File: config.mk
export PLATFORM = sky130hd
export DESIGN_NAME = lcd_rx_decode
export DESIGN_NICKNAME = d
export VERILOG_FILES = /design/src/rtl/lcd_pkg.sv /design/src/rtl/lcd_rx_decode.sv
export SDC_FILE = /design/constraint.sdc
export NUM_CORES = 1
export LEC_CHECK = 0
export CAP_MARGIN = 20
export CORE_AREA = 2 2 39 41
export DETAILED_ROUTE_END_ITERATION = 8
export DIE_AREA = 0 0 41 43
export PLACE_DENSITY = 0.38
export REMOVE_ABC_BUFFERS = 1
export SLEW_MARGIN = 25
export SYNTH_ARGS = -nofsm -noshare
export SYNTH_HDL_FRONTEND = slang
export SYNTH_SLANG_ARGS = --single-unit
File: constraint.sdc
create_clock -name vclk -period 1.05
set_input_delay 0.21 -clock vclk [all_inputs]
set_output_delay 0.21 -clock vclk [all_outputs]
set_load 0.1 [all_outputs]
File: src/rtl/lcd_pkg.sv
// Shared definitions for the HD44780-style LCD receive model.
// Holds the opcode-class base values, DDRAM geometry, blank character,
// the decoded command-class enum and the cursor-step helper.
package lcd_pkg;

  localparam int         DDRAM_DEPTH = 32;
  localparam logic [6:0] LINE2_BASE  = 7'h40;
  localparam logic [7:0] BLANK_CHAR  = 8'h20;

  // Lowest opcode of each command class; the class of a command byte is
  // set by its most significant 1 bit.
  localparam logic [7:0] CMD_CLEAR   = 8'h01;
  localparam logic [7:0] CMD_HOME    = 8'h02;
  localparam logic [7:0] CMD_ENTRY   = 8'h04;
  localparam logic [7:0] CMD_DISPLAY = 8'h08;
  localparam logic [7:0] CMD_SHIFT   = 8'h10;
  localparam logic [7:0] CMD_FUNC    = 8'h20;
  localparam logic [7:0] CMD_CGRAM   = 8'h40;
  localparam logic [7:0] CMD_DDRAM   = 8'h80;

  typedef enum logic [3:0] {
    CLS_NOP,
    CLS_DATA,
    CLS_CLEAR,
    CLS_HOME,
    CLS_ENTRY,
    CLS_DISPLAY,
    CLS_SHIFT,
    CLS_FUNC,
    CLS_CGRAM,
    CLS_DDRAM,
    CLS_INVALID
  } cmd_class_e;

  // The 32 cells form one ring (line 1 = 0-15, line 2 = 16-31), so plain
  // 5-bit wrap gives 15->16, 31->0, 16->15 and 0->31.
  function automatic logic [4:0] cursor_step(input logic [4:0] cur,
                                             input logic       inc);
    return inc ? cur + 5'd1 : cur - 5'd1;
  endfunction

endpackage

File: src/rtl/lcd_rx_decode.sv
// Combinational classifier for one LCD bus transfer.
// Ports:
//   rs         in  1  0 = command byte, 1 = character data
//   data       in  8  byte on the bus
//   cls        out    command class (data, clear, home, entry, display,
//                     shift, function, CGRAM, DDRAM, invalid or no-op)
//   ddram_addr out 5  cursor target for a valid set-DDRAM-address command
module lcd_rx_decode
  import lcd_pkg::*;
(
  input  logic       rs,
  input  logic [7:0] data,
  output cmd_class_e cls,
  output logic [4:0] ddram_addr
);

  always_comb begin
    cls        = CLS_NOP;
    ddram_addr = '0;
    if (rs) begin
      cls = CLS_DATA;
    end else if (data >= CMD_DDRAM) begin
      // Only 0x00-0x0F (line 1) and 0x40-0x4F (line 2) exist on a 2x16 panel.
      if (data[6:4] == 3'b000) begin
        cls        = CLS_DDRAM;
        ddram_addr = {1'b0, data[3:0]};
      end else if (data[6:4] == LINE2_BASE[6:4]) begin
        cls        = CLS_DDRAM;
        ddram_addr = {1'b1, data[3:0]};
      end else begin
        cls = CLS_INVALID;
      end
    end else if (data >= CMD_CGRAM) begin
      cls = CLS_CGRAM;
    end else if (data >= CMD_FUNC) begin
      cls = CLS_FUNC;
    end else if (data >= CMD_SHIFT) begin
      cls = CLS_SHIFT;
    end else if (data >= CMD_DISPLAY) begin
      cls = CLS_DISPLAY;
    end else if (data >= CMD_ENTRY) begin
      cls = CLS_ENTRY;
    end else if (data >= CMD_HOME) begin
      cls = CLS_HOME;
    end else if (data == CMD_CLEAR) begin
      cls = CLS_CLEAR;
    end
  end

endmodule

==> impl_metrics.yaml <==
worst_setup_path:
  worst-path-max-fanout: 5
  path_depth: 5
  required_ns: 0.84
  end_kind: "output pin"
  max_stage_delay_ns: 0.35
  critPathKind: "input port to output pin"
  cp_slowest_cell: "nor4_4"
  start_kind: "input port"
  crit_chain: "buf_6 -> buf_6 -> nor4_4 -> and2_4 -> buf_12"
  crit_buf_inv: 3
  worstPathArrival_ns: 1.16
  crit_top_cell: "buf_6"
  cp_top_family: "simple AND/OR/NAND/NOR gates"
pwr:
  p_leak_nw: 0.241
  p_int_uw: 128
  p_sw_share_pct: 55.8
  combPwrFrac_pct: 100.0
  ir_drop_mv: 0.216
  power_density_mw_per_mm2: 512
  power_uw: 290
  clockPowerShare_pct: 0
  seqPwrFrac_pct: 0
  switchingPower_uw: 162
sta:
  maxClockFrequency_mhz: 728
  relSlewSlack_pct: 75.8
  setup_viol: 8
  period_share_pct: 131
  tightest_slew_ns: 0.362
  rsz0062_at_grt: "true"
  drv_slew: 0
  worst_slack_ns: -0.323
  hold_viol: 0
  period_needed_ns: 1.37
place:
  pre_cts_slack_ns: -0.714
  placed_area_um2: 485
  io_buffers: 18
  place.gp.congestion: 0.728
die:
  num_rows: 14
  die-area_mm2: 0.00176
  start_util_pct: 9.22
  die_x_um: 41
  die_h_um: 43
  core_mm2: 0.00138
  io_pins: 18
global_route:
  grt_max_degree: 6
  grt_overflow_total: 0
  antenna_found_initial: 0
  grt_pass1_vias: 270
  grt_usage_pct: 8.59
  grt_pass1_wl_mm: 1.14
final_layout:
  antennaDiodeCount: 0
  stdcell_area_um2: 567
  drive_above_1_share_pct: 83.7
  clkbuf_count: 0
  design.seq.count: 0
  area_delta_synth_final_pct: 344
  fill_cells: 147
  multi_input_area_um2: 179
  register_area_um2: 0
  nets: 60
yosys:
  netlist_top_cells_area: "and2_1, nor4_4, nor2_1, a2111oi_1, o21ai_0"
  yosys-top-cells-count: "and2_1, nor2_1, o21ai_0"
  synth_cell_type_count: 12
  synthCells: 20
  syn_avg_cell_area_um2: 6.38
  yosysTopAreaCell: "and2_1"
  yosysSeqAreaShare_pct: 0
  yosysMostFrequentCell: "and2_1"
  synth.top_cell.area_share_pct: 24.5
  yosys_warnings: 0
  netlist_area_um2: 128
run_status:
  status: "complete, but fails checks"
  violations: "negative setup slack"
drt:
  antenna_left: 0
  via_count: 257
  drt_iter0_drc: 0
  dr.pass1.iters: 1
  wl_per_cell_um: 9.77
  drc: 0
  drt-total-wl_um: 635
  drt-vias-per-instance: 3.95
clock_network:
  cts_hold_buf: 0
worst_hold_path:
  worstHoldPathType: "input port to output pin"
  whs_path_depth: 3
flow_run:
  drv_cap: 0
## stage by stage
step	cells	util, %	TNS, ns	hold WS [ns]
after global placement	63	35.1	-5.76	1.20
final	65	41.0	-2.39	0.819
after floorplan	20	-	-9.43	0.753
after CTS	64	40.5	-2.41	0.864
after detailed placement	63	35.1	-5.98	1.18
after global routing	65	41.0	-2.95	0.837
## area by class of cell
| type | count | share of cell area [%] |
|---|---|---|
| repair buffers | 29 | 63.6 |
| multi-input cells | 18 | 31.6 |
| inverters | 2 | 1.32 |
| well taps | 16 | 3.53 |
## layer usage
layer  up-vias  GRT usage (%)  routed length, um
met4         0              0                  0
met3         0          0.524                 29
met1       120           11.4                229
li1        131              -                  -
met2         6           15.3                376
met5         -              0                  0
## kinds of logic (layout without fill, tap and decap cells)
family,Yosys count,count (layout),share of synthesized area (%)
AND/OR/NAND/NOR,12,12,61.8
AO/OA/AOI/OAI,6,6,32.4
buffers and inverters,2,31,5.88
## cells in the final DEF (no fill, tap or decap), types with 2 or more instances in the layout
cell	synthesis	layout
buf_4	0	8
nor2_4	0	3
buf_6	0	7
buf_12	0	9
clkbuf_2	0	2
and2_4	0	5
## worst paths after layout
| path | from | end | slack, ns |
|---|---|---|---|
| max | data[4] | ddram_addr[3] | -0.32 |
| min | data[0] | ddram_addr[0] | 0.82 |
## power groups by stage
stage          clock [mW]  sequential, mW  combinational, mW
2_1_floorplan           0               0              0.119
3_3_place_gp            0               0              0.258
3_5_place_dp            0               0              0.258
4_1_cts                 0               0              0.287
5_1_grt                 0               0              0.304
6_report                0               0              0.290
## repair_timing
action | 4_1_cts | 5_1_grt
setup buffers | 1 | 1
hold endpoints to repair | 0 | 0
gates resized for setup | 55 | 5
pin swaps | 9 | 7
gates cloned | 0 | 0
setup endpoints to repair | 9 | 9
No activity file was read; power rests on OpenSTA's default activity.
